===== config.mk =====
export PLATFORM = sky130hd
export DESIGN_NAME = sync_fifo_param
export DESIGN_NICKNAME = d
export VERILOG_FILES = /design/src/rtl/sync_fifo_param.sv
export SDC_FILE = /design/constraint.sdc
export NUM_CORES = 1
export LEC_CHECK = 0
export BUFFER_PORTS_ARGS = -buffer_cell sky130_fd_sc_hd__buf_2
export CORE_ASPECT_RATIO = 0.5
export CORE_UTILIZATION = 54
export DETAILED_ROUTE_END_ITERATION = 8
export PLACE_DENSITY = 0.82
export SYNTH_ARGS = -nofsm -noshare
export SYNTH_HDL_FRONTEND = slang
export SYNTH_SLANG_ARGS = --single-unit

===== constraint.sdc =====
create_clock -name clk -period 5.1 [get_ports clk]
set_input_delay 0.51 -clock clk [delete_from_list [all_inputs] [get_ports clk]]
set_output_delay 0.51 -clock clk [all_outputs]
set_load 0.005 [all_outputs]

===== src/rtl/sync_fifo_param.sv =====
// Parametrised single-clock FIFO with arbitrary depth, threshold flags, fill count and flush.
// Define FIFO_FWFT_EN for first-word-fall-through reads; the default build uses registered reads.
module sync_fifo_param #(
    parameter int FIFO_WIDTH = 16,
    parameter int FIFO_DEPTH = 8,
    parameter int AF_THRESH  = FIFO_DEPTH - 1,
    parameter int AE_THRESH  = 1
) (
    input  logic                            clk,
    input  logic                            rst,
    input  logic                            flush,
    input  logic                            wr_en,
    input  logic [FIFO_WIDTH-1:0]           data_in,
    input  logic                            rd_en,
    output logic [FIFO_WIDTH-1:0]           data_out,
    output logic                            valid_out,
    output logic                            wr_ack,
    output logic                            overflow,
    output logic                            underflow,
    output logic                            full,
    output logic                            empty,
    output logic                            almostfull,
    output logic                            almostempty,
    output logic [$clog2(FIFO_DEPTH+1)-1:0] count
);

    localparam int CW = $clog2(FIFO_DEPTH + 1);
    localparam int PW = $clog2(FIFO_DEPTH);

    logic [FIFO_WIDTH-1:0] mem [FIFO_DEPTH];
    logic [PW-1:0]         wr_ptr;
    logic [PW-1:0]         rd_ptr;
    logic                  rd_accept;
    logic                  wr_accept;

    // Pointers wrap at FIFO_DEPTH-1 so non-power-of-two depths use every slot.
    function automatic logic [PW-1:0] ptr_next(input logic [PW-1:0] p);
        return (p == PW'(FIFO_DEPTH - 1)) ? '0 : p + PW'(1);
    endfunction

    assign full        = (count == CW'(FIFO_DEPTH));
    assign empty       = (count == '0);
    assign almostfull  = (count >= CW'(AF_THRESH)) && !full;
    assign almostempty = (count <= CW'(AE_THRESH)) && !empty;

    // A read that frees a slot lets a write proceed even when full.
    assign rd_accept = rd_en && !empty;
    assign wr_accept = wr_en && (!full || rd_accept);

    always_ff @(posedge clk) begin
        if (!rst && !flush && wr_accept) begin
            mem[wr_ptr] <= data_in;
        end
    end

    always_ff @(posedge clk) begin
        if (rst || flush) begin
            wr_ptr    <= '0;
            rd_ptr    <= '0;
            count     <= '0;
            wr_ack    <= 1'b0;
            overflow  <= 1'b0;
            underflow <= 1'b0;
        end else begin
            if (wr_accept) begin
                wr_ptr <= ptr_next(wr_ptr);
            end
            if (rd_accept) begin
                rd_ptr <= ptr_next(rd_ptr);
            end
            case ({wr_accept, rd_accept})
                2'b10:   count <= count + CW'(1);
                2'b01:   count <= count - CW'(1);
                default: count <= count;
            endcase
            wr_ack    <= wr_accept;
            overflow  <= wr_en && !wr_accept;
            underflow <= rd_en && !rd_accept;
        end
    end

`ifdef FIFO_FWFT_EN
    // Head word is presented directly; forced to zero while empty so reset shows zero.
    assign data_out  = empty ? '0 : mem[rd_ptr];
    assign valid_out = !empty;
`else
    always_ff @(posedge clk) begin
        if (rst) begin
            data_out  <= '0;
            valid_out <= 1'b0;
        end else if (flush) begin
            valid_out <= 1'b0;
        end else begin
            if (rd_accept) begin
                data_out <= mem[rd_ptr];
            end
            valid_out <= rd_accept;
        end
    end
`endif

endmodule


-- After elaboration in Yosys (flattened, before gate mapping)
Memories as Yosys holds them, arrays and structs flattened. A register that Yosys moved wholly into a read port is not among the register bits.
Cells that the tools add are included.
- register bits after elaboration: 14
- word-level logic and storage cells: 45
- bits in writable memories: 128
- output and inout bits: 28
- input port bits: 21
- memories: 1
- memories (name ; depth ; bits a word ; rd ports ; clocked after memory_dff ; write ports ; RTL line ; source):
    mem ; 8 ; 16 ; 1 ; 1 ; 1 ; 30 ; logic [FIFO_WIDTH-1:0] mem [FIFO_DEPTH];
- bitwise operators: 1
- equal/unequal tests: 5
- muxes and demuxes: 5
- add/subtract/negate cells: 4
- reduce and logical (&&, ||, !) cells: 20
- magnitude comparators: 2
- operators by type and width (operator ; number):
    1-bit logical AND ; 8
    4-bit one-hot mux with 2 select lines ; 1
    3-bit by 1-bit adder with 3-bit output, second input constant ; 2
    3-bit equality test, second input constant ; 2
    1-bit logical NOT ; 6
    3-bit two-way mux ; 2
    4-bit by 1-bit adder with 4-bit output, second input constant ; 1
    4-bit equality test, second input constant ; 1
    4-bit by 3-bit greater-or-equal comparator with 1-bit output, second input constant ; 1
    4-bit by 1-bit <= comparator with 1-bit output, second input constant ; 1
    4-bit logical NOT ; 1
    4-bit by 1-bit subtractor with 4-bit output, second input constant ; 1
    2-bit by 1-bit equality test with 1-bit output, second input constant ; 1
    2-bit equality test, second input constant ; 1
    1-bit logical OR ; 2
    1-bit two-way mux ; 2
    2-bit AND reduction ; 1
    2-bit nonzero test ; 1
    2-bit OR reduction ; 1
    1-bit inverter ; 1

-- Logic depth before layout (Yosys ltp)
- depth in word-level cells: 8
- mapped depth: 10
- depth with buffers taken out: 10

-- Worst setup path after synthesis
Ideal clock, no wire load.
- kind: register to register
- start: register count[0]
- end: memory mem[0][0] (enable)
- buffers on the path: 0
- cell stages (with the launch flop): 7
- clock period less this slack: 2.731 ns
- library setup time: 0.409 ns
- arrival: 2.322 ns
- data required time: 4.691 ns
- slack: 2.369 ns
- path through: dfxtp_1 > inv_1 > ha_1 > nand4bb_1 > and3_1 > nand2b_1 > nor3_1
- cells in the longest elaborated chain, start to end: 8
- elaborated cells between the ends (all ways): 10
- classes of those cells: eq/ne: 1; mux: 2; reduce/logical: 7
- ends and longest elaborated chain (element ; RTL line ; source):
    start: declaration ; 24 ; output logic [$clog2(FIFO_DEPTH+1)-1:0] count
    start signal: assignment ; 72 ; 2'b10: count <= count + CW'(1);
    start signal: assignment ; 73 ; 2'b01: count <= count - CW'(1);
    start signal: assignment ; 74 ; default: count <= count;
    4-bit logical NOT ; 42 ; assign empty = (count == '0);
    1-bit logical NOT ; 47 ; assign rd_accept = rd_en && !empty;
    1-bit logical AND ; 47 ;
    1-bit logical OR * ; 48 ; assign wr_accept = wr_en && (!full || rd_accept);
    1-bit logical AND * ; 48 ;
    1-bit logical AND * ; 51 ; if (!rst && !flush && wr_accept) begin
    1-bit two-way mux * ; 51 ;
    1-bit two-way mux (not written as such) * ; 52 ; mem[wr_ptr] <= data_in;
    end: declaration ; 30 ;
Mark *: on every way between the ends. The rest lies on a longest branch, timed or not.

-- Final worst setup path
- start: register count[0]
- end: register count[3]
- cells in the longest elaborated chain, start to end: 7
- elaborated cells between the ends (all ways): 13
- classes of those cells: add/sub: 2; eq/ne: 3; mux: 1; reduce/logical: 7
- ends and longest elaborated chain (element ; RTL line ; source):
    4-bit logical NOT * ; 42 ;
    1-bit logical NOT * ; 47 ;
    1-bit logical AND * ; 47 ;
    net rd_accept ; 33 ; logic rd_accept;
    1-bit logical OR ; 48 ;
    1-bit logical AND ; 48 ;
    2-bit by 1-bit equality test with 1-bit output / 2-bit equality test (equally long branches) ; 71 ; case ({wr_accept, rd_accept})
    4-bit one-hot mux with 2 select lines / 2-bit nonzero test (equally long branches) ; - ;
The timed path passes the listed nets; every way through them passes the cells marked *.
A chain may end at the register's enable or synchronous reset.

==> results.md <==
- Fin crit period: 2740 ps
- CP max FO: 7
- Total global routing overflow: 0
- Final core occ: ~65%
- First-pass DRT Iterations: 4
- Period utilisation layout: 53.72%
- Synth Area in Compound Gates: between 3 and 4%
- Synthesized Nets: 338
- Clk_lat worst skew: around 420 ps
- Worst slew pin tran: approximately 1100 ps
- Min-delay worst type: in -> reg
- Status: complete, no violations
- Hold-fix buffers, CTS: 0
- Layout fillers: 708
- Most common cell in the netlist: edfxtp_1
- Asr flop ratio synth: 0%
- Synth Warn #: 0
- Initial DRC count: 217
- CTS resizes: 0
- Fmax: 365.0 MHz
- Die H: approximately 78 um
- Combinational family with the most area after synthesis: multiplexers
- DRC: 0
- Final WL: roughly 12 mm
- Max-Cap Viols: 0
- Pre-CTS setup slack: 2363 ps
- Worst vdd ir: 230.3 uV
- DPL Wire Length: ~7.0 mm
- Total GRT Usage: roughly 22%
- Die X: 153.2 um
- Clk sinks: 158
- Clock Tree Buf Depth: 2
- Power Density: approximately 390 mW/mm^2
- Worst Clk Skew: around 7.3 ps
- Top cell type by total area after synthesis: edfxtp_1
- Worst slew margin: 25.82%
- Syn-to-layout area delta: 15.57%
- Placer congestion estimate: 0.7854
- CTS Buf Count: 17
- Largest net degree at the start of global routing: 33
- Pleak: ~2.5 nW
- Main synth FF type: edfxtp_1
- Setup tns final: 0 ps
- Cell area after technology mapping: 0.006170 mm^2
- Share of layout cells above drive strength 1: 31.15%
- Yosys reg bits: 158
- Required time worst endpoint: 5400 ps
- WS Path Type: reg -> reg
- Avg Cell Area, Syn: 19.97 um^2
- Count of different cell masters after synthesis: 42
- Postcts setup bufs: 0
- DR WL/cell: 22.61 um
- Pins Over Slew Limit: 0
- Final hold slack: 364.5 ps
- Post-placement cell count: 496
- Worst-path clk slew: 60 ps
- Worst Setup Slack, final: 2360 ps
- Post-synthesis sequential area ratio: 72.03%
- Top area cells in the synthesized netlist: edfxtp_1 (62%), mux4_1 (11%), dfxtp_1 (9.7%), mux2_2 (2.9%), a22o_1 (2.3%)
- H-tree levels: 4
- I/O pins: just under 50
- Non-filler cells, final: 527
- Worst r2r path cells: 10
- CTS tree: done
- N_diodes: 0
- Top cell type's share of synthesized area: 62.30%
- Syn Inst Count: 309
- Final setup fails: 0
- First-pass GRT wire length: ~18 mm
- RSZ-0062 raised after global routing: no
- Initial antenna violation count: 0
- Core area: 0.01105 mm^2
- Port buffer count: 48
- Final hold vios: 0
- Hold path depth: 1
- Post-synthesis mux area share: around 16%
- Worst Path Arrival: between 3000 and 4000 ps
- Startpoint Class: register
- Num rows: 27
- Vias per cell: 5.917
- Vias in the first global route: about 3300
- Critical Path Start: count[0]
- Commonest cells post-synth: edfxtp_1 (128), dfxtp_1 (30), mux4_1 (26)
- Critical path endpoint category: register
- Crit Reg-Reg Startpoint: count[0]
- Post-synth EDFFs: 128
- Root Buffer: clkbuf_16
- Initial Util: 55.85%
- Simple-gate portion of the synthesized area: 4.137%
- Xor and xnor area share after synthesis: 0.4259%
- DIE AREA: roughly 0.012 mm^2
- Final nets: about 400
- Hold Startpoint: data_in[0]
- Antenna-violating nets left: 0
- Routed vias: 3118
- Adder-cell area share of the yosys netlist: 1.622%
==> flip-flops by register name, indices dropped and copies added (netlist names) <==
| register | count |
|---|---|
| mem | 128 |
| data_out | 16 |
| count | 4 |
| rd_ptr | 3 |
| wr_ptr | 3 |
| overflow | 1 |
| underflow | 1 |
| valid_out | 1 |
| wr_ack | 1 |
==> critical path: stages (launching register included) <==
cell and delay (ps):
dfxtp_1 460, inv_1 70, ha_1 250, nor3b_2 180, nand2b_2 240, inv_2 110, ha_1 260, or4b_2 610
a21oi_1 230, xnor2_1 150, nor2_1 50
==> final timing paths <==
check / endpoint / slack [ps]
max: count[3] / 2360
max reg2reg: count[3] / 2360
min: mem[1][0] / 360
min reg2reg: data_out[3] / 470
==> through the flow <==
step / power (mW) / cell area [um^2]
after floorplan: 1.495 / 6170
after global placement: 1.527 / 6548
after detailed placement: 1.535 / 6548
after CTS: 2.768 / 7131
after global routing: 2.829 / 7131
final: 2.753 / 7131
==> per-layer routing <==
metal  up-vias  track usage, %  wire length, um
met5         -               0                0
met4         0           6.263               23
met3         4           7.263             1114
met2       149           35.94             5821
met1      1564           27.34             4955
li1       1401               -                -
==> final cells by class <==
cell class | count | area [um^2] | share of cell area [%]
repair buffers | 55 | 292.8 | 4.106
inverters | 4 | 15.01 | 0.2106
clock buffers | 21 | 470.5 | 6.598
well taps | 145 | 181.4 | 2.544
flip-flops and latches | 158 | 4444 | 62.33
clock inverters | 10 | 112.6 | 1.579
multi-input cells | 134 | 1614 | 22.64
==> logic make-up after synthesis <==
logic type | Yosys count
compound gates | 28
xor+xnor | 3
fa+ha+maj | 8
buf+inv | 17
flops | 158
mux | 49
simple gates | 46
==> placed cells by master (no fill, tap or decap), types with 6 or more instances in the layout <==
master,synthesis,routed
dfxtp_1,30,30
nand2_1,10,10
mux4_2,6,6
ha_1,8,8
clkbuf_16,0,17
buf_4,1,7
mux2_2,16,16
a22o_1,16,16
a21oi_1,9,9
mux4_1,26,26
nor2_1,12,9
edfxtp_1,128,128
buf_2,1,48
==> where the power goes <==
group / internal (mW) / switching [mW]
Combinational: 0.0421 / 0.0554
Clock: 0.755 / 0.488
Sequential: 1.40 / 0.00732
No activity file was read; power rests on OpenSTA's default activity.
